`config.mk`:
```
export PLATFORM = sky130hd
export DESIGN_NAME = delay_ctrl
export DESIGN_NICKNAME = d
export VERILOG_FILES = /design/src/rtl/delay_pkg.sv /design/src/rtl/fb_ramp.sv /design/src/rtl/delay_ctrl.sv
export SDC_FILE = /design/constraint.sdc
export NUM_CORES = 1
export LEC_CHECK = 0
export ABC_AREA = 1
export CAP_MARGIN = 20
export CORE_ASPECT_RATIO = 1.1
export CORE_MARGIN = 2
export CORE_UTILIZATION = 35
export CTS_CLUSTER_DIAMETER = 200
export CTS_CLUSTER_SIZE = 24
export DETAILED_ROUTE_END_ITERATION = 8
export DONT_BUFFER_PORTS = 1
export GPL_TIMING_DRIVEN = 0
export PLACE_DENSITY_LB_ADDON = 0.25
export SYNTH_ARGS = -nofsm -noshare
export SYNTH_HDL_FRONTEND = slang
export SYNTH_SLANG_ARGS = --single-unit
```
`constraint.sdc`:
```
create_clock -name Clk -period 3.6 [get_ports Clk]
set_input_delay 0.36 -clock Clk [delete_from_list [all_inputs] [get_ports Clk]]
set_output_delay 0.36 -clock Clk [all_outputs]
set_load 0.03 [all_outputs]
```
`src/rtl/delay_pkg.sv`:
```
// Shared types and constants for the delay-line parameter controller.
package delay_pkg;

    localparam int MAX_LOOP_DEFAULT = 48000;
    localparam int FB_W             = 16;
    localparam int LOOP_W           = 32;

    typedef enum logic [1:0] {
        ST_IDLE     = 2'd0,
        ST_FADE_OUT = 2'd1,
        ST_FLUSH    = 2'd2,
        ST_FADE_IN  = 2'd3
    } state_e;

    // A zero-length loop is meaningless to the delay line, so it maps to one sample.
    function automatic logic [LOOP_W-1:0] clamp_loop(input logic [LOOP_W-1:0] req,
                                                     input logic [LOOP_W-1:0] max_loop);
        logic [LOOP_W-1:0] res;
        if (req == {LOOP_W{1'b0}}) begin
            res = {{(LOOP_W-1){1'b0}}, 1'b1};
        end else if (req > max_loop) begin
            res = max_loop;
        end else begin
            res = req;
        end
        return res;
    endfunction

    function automatic logic [FB_W-1:0] clamp_fb(input logic [FB_W-1:0] req);
        logic [FB_W-1:0] res;
        if (req[FB_W-1]) begin
            res = {FB_W{1'b0}};
        end else begin
            res = req;
        end
        return res;
    endfunction

endpackage

```
`src/rtl/fb_ramp.sv`:
```
// Saturating feedback ramp: steps a Q1.15 register toward a target by a
// fixed amount per tick and lands exactly on the target.
module fb_ramp
    import delay_pkg::*;
#(
    parameter logic [FB_W-1:0] STEP = 16'h0200
) (
    input  logic            Clk,
    input  logic            Reset,
    input  logic            tick,
    input  logic            load,
    input  logic [FB_W-1:0] target,
    output logic [FB_W-1:0] value,
    output logic            at_target
);

    logic [FB_W-1:0] value_r;
    logic [FB_W-1:0] diff_s;
    logic [FB_W-1:0] next_s;

    // Next ramp value: one step toward target, clipped so it never overshoots.
    always_comb begin
        diff_s = {FB_W{1'b0}};
        next_s = value_r;
        if (value_r < target) begin
            diff_s = target - value_r;
            if (diff_s <= STEP) begin
                next_s = target;
            end else begin
                next_s = value_r + STEP;
            end
        end else if (value_r > target) begin
            diff_s = value_r - target;
            if (diff_s <= STEP) begin
                next_s = target;
            end else begin
                next_s = value_r - STEP;
            end
        end else begin
            next_s = value_r;
        end
    end

    // Ramp register; load snaps straight to the target.
    always_ff @(posedge Clk) begin
        if (!Reset) begin
            value_r <= {FB_W{1'b0}};
        end else if (load) begin
            value_r <= target;
        end else if (tick) begin
            value_r <= next_s;
        end else begin
            value_r <= value_r;
        end
    end

    assign value     = value_r;
    assign at_target = (value_r == target);

endmodule

```
`src/rtl/delay_ctrl.sv`:
```
// Delay-line parameter controller: fades feedback out, flushes the loop
// memory, switches loop length and fades feedback back in.
module delay_ctrl
    import delay_pkg::*;
#(
    parameter int              MAX_LOOP     = MAX_LOOP_DEFAULT,
    parameter int              DEFAULT_LOOP = 24000,
    parameter logic [FB_W-1:0] FB_STEP      = 16'h0200
) (
    input  logic              Clk,
    input  logic              Reset,
    input  logic              sample_tick,
    input  logic              req_valid,
    output logic              req_ready,
    input  logic [LOOP_W-1:0] req_looptime,
    input  logic [FB_W-1:0]   req_feedback,
    input  logic              fx_on,
    output logic              delay_enable,
    output logic [FB_W-1:0]   feedback,
    output logic [LOOP_W-1:0] looptime,
    output logic              busy
);

    localparam logic [LOOP_W-1:0] MAX_LOOP_L     = LOOP_W'(MAX_LOOP);
    localparam logic [LOOP_W-1:0] DEFAULT_LOOP_L = LOOP_W'(DEFAULT_LOOP);

    state_e            state_r;
    state_e            state_nxt_s;
    logic [LOOP_W-1:0] looptime_r;
    logic [LOOP_W-1:0] loop_tgt_r;
    logic [FB_W-1:0]   fb_tgt_r;
    logic [LOOP_W-1:0] cnt_r;
    logic              busy_r;
    logic              ready_r;
    logic              enable_r;

    logic              accept_s;
    logic [LOOP_W-1:0] req_loop_s;
    logic [FB_W-1:0]   req_fb_s;
    logic [LOOP_W-1:0] flush_len_s;
    logic [FB_W-1:0]   ramp_tgt_s;
    logic              ramp_tick_s;
    logic              ramp_load_s;
    logic [FB_W-1:0]   fb_value_s;
    logic              fb_at_tgt_s;

    // Request acceptance, clamped targets and flush length.
    always_comb begin
        accept_s    = req_valid && ready_r;
        req_loop_s  = clamp_loop(req_looptime, MAX_LOOP_L);
        req_fb_s    = clamp_fb(req_feedback);
        if (looptime_r > loop_tgt_r) begin
            flush_len_s = looptime_r;
        end else begin
            flush_len_s = loop_tgt_r;
        end
    end

    // Ramp steering: fade toward zero everywhere except FADE_IN; FLUSH pins it at zero.
    always_comb begin
        ramp_tgt_s  = {FB_W{1'b0}};
        ramp_tick_s = 1'b0;
        ramp_load_s = 1'b0;
        if (state_r == ST_FADE_IN) begin
            ramp_tgt_s = fb_tgt_r;
        end else begin
            ramp_tgt_s = {FB_W{1'b0}};
        end
        if ((state_r == ST_FADE_OUT) || (state_r == ST_FADE_IN)) begin
            ramp_tick_s = sample_tick;
        end else begin
            ramp_tick_s = 1'b0;
        end
        if (state_r == ST_FLUSH) begin
            ramp_load_s = 1'b1;
        end else begin
            ramp_load_s = 1'b0;
        end
    end

    // Next-state decode; a request edge never consumes a coincident tick since IDLE ignores ticks.
    always_comb begin
        state_nxt_s = state_r;
        case (state_r)
            ST_IDLE: begin
                if (accept_s) begin
                    if (req_loop_s != looptime_r) begin
                        state_nxt_s = ST_FADE_OUT;
                    end else begin
                        state_nxt_s = ST_FADE_IN;
                    end
                end else begin
                    state_nxt_s = ST_IDLE;
                end
            end
            ST_FADE_OUT: begin
                if (sample_tick && fb_at_tgt_s) begin
                    state_nxt_s = ST_FLUSH;
                end else begin
                    state_nxt_s = ST_FADE_OUT;
                end
            end
            ST_FLUSH: begin
                if (sample_tick && (cnt_r <= 32'd1)) begin
                    state_nxt_s = ST_FADE_IN;
                end else begin
                    state_nxt_s = ST_FLUSH;
                end
            end
            ST_FADE_IN: begin
                if (sample_tick && fb_at_tgt_s) begin
                    state_nxt_s = ST_IDLE;
                end else begin
                    state_nxt_s = ST_FADE_IN;
                end
            end
            default: begin
                state_nxt_s = ST_IDLE;
            end
        endcase
    end

    // Controller state, targets, flush counter and registered status outputs.
    always_ff @(posedge Clk) begin
        if (!Reset) begin
            state_r    <= ST_IDLE;
            looptime_r <= DEFAULT_LOOP_L;
            loop_tgt_r <= {LOOP_W{1'b0}};
            fb_tgt_r   <= {FB_W{1'b0}};
            cnt_r      <= {LOOP_W{1'b0}};
            busy_r     <= 1'b0;
            ready_r    <= 1'b0;
            enable_r   <= 1'b0;
        end else begin
            state_r  <= state_nxt_s;
            busy_r   <= (state_nxt_s != ST_IDLE);
            ready_r  <= (state_nxt_s == ST_IDLE);
            enable_r <= fx_on;
            if (accept_s) begin
                loop_tgt_r <= req_loop_s;
                fb_tgt_r   <= req_fb_s;
            end else begin
                loop_tgt_r <= loop_tgt_r;
                fb_tgt_r   <= fb_tgt_r;
            end
            case (state_r)
                ST_FADE_OUT: begin
                    if (sample_tick && fb_at_tgt_s) begin
                        cnt_r <= flush_len_s;
                    end else begin
                        cnt_r <= cnt_r;
                    end
                end
                ST_FLUSH: begin
                    if (sample_tick) begin
                        if (cnt_r <= 32'd1) begin
                            cnt_r      <= {LOOP_W{1'b0}};
                            looptime_r <= loop_tgt_r;
                        end else begin
                            cnt_r <= cnt_r - 32'd1;
                        end
                    end else begin
                        cnt_r <= cnt_r;
                    end
                end
                default: begin
                    cnt_r <= cnt_r;
                end
            endcase
        end
    end

    fb_ramp #(
        .STEP (FB_STEP)
    ) u_fb_ramp (
        .Clk       (Clk),
        .Reset     (Reset),
        .tick      (ramp_tick_s),
        .load      (ramp_load_s),
        .target    (ramp_tgt_s),
        .value     (fb_value_s),
        .at_target (fb_at_tgt_s)
    );

    assign req_ready    = ready_r;
    assign busy         = busy_r;
    assign delay_enable = enable_r;
    assign feedback     = fb_value_s;
    assign looptime     = looptime_r;

endmodule

```
==> metrics.md <==
| Metric | Value |
|---|---|
| Worst-margin pin slew | 885 ps |
| Critical Path RT | 3960 ps |
| Most common cell after layout, fill and taps aside | nand2_1 |
| Arrival time worst endpoint | 3760 ps |
| Peak VDD IR | 0.290 mV |
| Layout Skew | 17.7 ps |
| HPWL after DPL | 26400 um |
| Post-layout min period | 3400 ps |
| Clk slew on worst S/H paths | 60 ps |
| Diodes inserted | 0 |
| Vias/cell | 5.19 |
| Die area | 29600 um^2 |
| R2R setup slack | 200 ps |
| Hold Vio Cnt, Final | 0 |
| CP max FO | 10 |
| FP Rows | 64 |
| Critical path type | flip-flop to flip-flop |
| CTS buffer count | 17 |
| TNS Setup | 0 ps |
| First-pass GRT wire length | 53800 um |
| Seq cells post-synth | 132 |
| Pwr dens | 397 nW/um^2 |
| Share of cells above drive strength 1 | 6.19% |
| DIE WIDTH | 164 um |
| Clock root cell | clkbuf_16 |
| Chip height | 180 um |
| Leakage | 0.00549 uW |
| Clock latency on the worst-skew pair | 430 ps |
| Clock tree from TritonCTS | done |
| # Max-Cap Violations | 0 |
| Synth Cell Area | 9890 um^2 |
| Starting Density | 35.6% |
| Hold crit path type | input port to flip-flop |
| Clk buf depth | 2 |
| Final setup vio count | 0 |
| Status | completed |
| Pin count of the biggest net entering global routing | 17 |
| Library cells used by synthesis | 40 |
| Largest family of logic cells by synthesized area | simple AND/OR/NAND/NOR gates |
| Slew Limit Fails | 0 |
| Layout Area Growth over Synthesis | 11.1% |
| Overall power | 4370 uW |
| Reg2Reg Depth | 12 |
| IO Port Bufs | 0 |
| Synth Area in Adders | 8.98% |
| Vias in the first global route | 9906 |
| Tot GR Track Use | 23.2% |
| Grt ovf | 0 |
| WHS Endpoint | delay_enable$_SDFF_PN0_ |
| Final WL | 33900 um |
| Pre-antenna DRT Iters | 7 |
| R2r startpoint | looptime[30]$_SDFFE_PN0P_ |
| Placed insts | 1961 |
| Nets@finish | 1742 |
| DRC | 0 |
| RR Endpoint | cnt_r[4]$_SDFFE_PN0P_ |
| Fillers | 3035 |
| Initial DRC Count | 613 |
| Setup crit start kind | flip-flop |
| Ranking of synthesized cells by area | dfxtp_1 (27%), nand2_1 (16%), inv_1 (9.1%), ha_1 (9.0%), a21oi_1 (7.9%) |
| Antenna violations before repair | 1 |
| Post-synthesis simple-gate area fraction | 34.9% |
| Sequential element share of the synthesized area | 26.7% |
| I/O pin cnt | 104 |
| Cell taking the most area after synthesis | dfxtp_1 |
| GPL Wtd Cong | 0.901 |
| Area share of the largest cell type after synthesis | 26.7% |
| Post-Syn Nets | 1722 |
| Wirelength per Cell | 17.0 um |
| Multiplexer share of the synthesized area | 0% |
| Hold-fix buffers at CTS | 0 |
| # clock sinks | 132 |
| RSZ-0062 raised after global routing | no |
| YS warnings | 0 |
| Hold Crit Depth | 2 |
| Crit. End Element | flip-flop |
| Via count | 10400 |
| Syn Inst Count | 1598 |
| Post-synthesis xor/xnor area fraction | 2.75% |
| Post-Syn Area per Cell | 6.19 um^2 |
| Rel. slew slack | 40.8% |
| Post-synthesis compound-gate area fraction | 15.0% |
| Final Cycle Share | 94.5% |
| Final std cells w/o fill | 1994 |
| Total core area | 27800 um^2 |
| Most frequent cells in the layout | nand2_1 (408), inv_1 (238), a21oi_1 (153), nand3_1 (141), dfxtp_1 (127) |
| Hold path startpoint | fx_on |
| Max frequency | 294 MHz |
| DRT antenna net count | 0 |
| CTS H-tree depth | 4 |
[sequential cells by signal (all words and copies together) (netlist names)]
signal           cells
req_ready            1
loop_tgt_r          32
delay_enable         1
looptime            32
cnt_r               32
fb_tgt_r            15
busy                 1
state_r              2
u_fb_ramp.value     16
[metrics by stage]
stage                     hold WS, ps  utilization, %  worst slack, ps  cell area (um^2)
after detailed placement          457            37.2             -284             10300
final                            34.2            39.5              196             11000
after floorplan                   445               -              712              9890
after global routing             39.5            39.5             5.58             11000
after global placement            452            37.2             -213             10300
after CTS                        23.4            39.3             4.33             10900
[how the worst max path moves through the flow]
stage | cells after the start | start | slack (ps) | endpoint
after detailed placement | 16 | state_r[0]$_SDFF_PN0_ | -280 | cnt_r[18]$_SDFFE_PN0P_
after floorplan | 20 | state_r[0]$_SDFF_PN0_ | 710 | u_fb_ramp.value[8]$_SDFFE_PN0P_
after global routing | 12 | looptime[30]$_SDFFE_PN0P_ | 6 | cnt_r[2]$_SDFFE_PN0P_
after CTS | 18 | state_r[0]$_SDFF_PN0_ | 4 | u_fb_ramp.value[6]$_SDFFE_PN0P_
after global placement | 16 | state_r[0]$_SDFF_PN0_ | -210 | cnt_r[19]$_SDFFE_PN0P_
final | 12 | looptime[30]$_SDFFE_PN0P_ | 200 | cnt_r[4]$_SDFFE_PN0P_
[Yosys cell counts, drive strengths merged]
| cell type | n |
|---|---|
| nor4b | 1 |
| o21ai | 106 |
| a21boi | 1 |
| a221oi | 1 |
| nand2 | 421 |
| o211a | 1 |
| clkbuf | 50 |
| nand3b | 6 |
| o211ai | 9 |
| o21bai | 2 |
| inv | 250 |
| nor4 | 6 |
| nand4 | 30 |
| or2 | 8 |
| and2 | 1 |
| o31ai | 1 |
| nor3 | 39 |
| dfxtp | 132 |
| a31oi | 5 |
| ha | 71 |
| xor2 | 22 |
| xnor2 | 9 |
| a21oi | 156 |
| nor2 | 114 |
| nand3 | 148 |
| o21a | 1 |
| o2111ai | 1 |
| buf | 6 |
[critical path: stages (launching register included)]
cell and delay (ps):
dfxtp_1 600, ha_1 210, nand2_1 80, nor4_1 500, nand4_1 280, nor2_1 190
o21ai_0 130, nand3_1 230, nand2_1 240, clkbuf_1 330, nand2_1 140, nand3_1 190
a21oi_1 200
[cell type report]
class	instances	area (um^2)	area share, %
inverter	250	938	8.54
clock buffer	19	443	4.03
timing repair buffer	1	7.51	0.0683
clock inverter	13	129	1.17
tap	363	454	4.13
buffer	56	218	1.98
multi-input combinational	1160	6150	56.0
sequential	132	2650	24.1
[timing repair]
item                                   4_1_cts  5_1_grt
gates cloned                                 0        0
endpoints found under the hold margin        0        0
setup endpoints to repair                   41       48
buffers inserted                             0        1
pin swaps                                    0        1
resized for setup                            3       18
[routing by layer]
| metal | wire length [um] | vias up | GRT usage [%] |
|---|---|---|---|
| met5 | 11 | - | 0 |
| met4 | 1330 | 2 | 9.75 |
| met1 | 14300 | 4838 | 28.7 |
| met3 | 2190 | 63 | 4.93 |
| met2 | 16000 | 262 | 38.5 |
| li1 | - | 5191 | - |
[where the power goes]
part / leakage [uW] / internal, uW / switching (uW)
sequential: 0.00107 / 1520 / 77.1
combinational: 0.00414 / 320 / 700
clock: 0.000279 / 981 / 765
total: 0.00549 / 2820 / 1540
[cells by family (layout without fill, tap and decap cells)]
| group | after synthesis | count (layout) |
|---|---|---|
| xor gates and xnor gates | 31 | 31 |
| DFF | 132 | 132 |
| and+or+nand+nor | 774 | 774 |
| buffers and inverters | 306 | 339 |
| adders and majority gates | 71 | 71 |
| AOI/OAI and AO/OA | 284 | 284 |
Power figures use the tool's default switching activity.
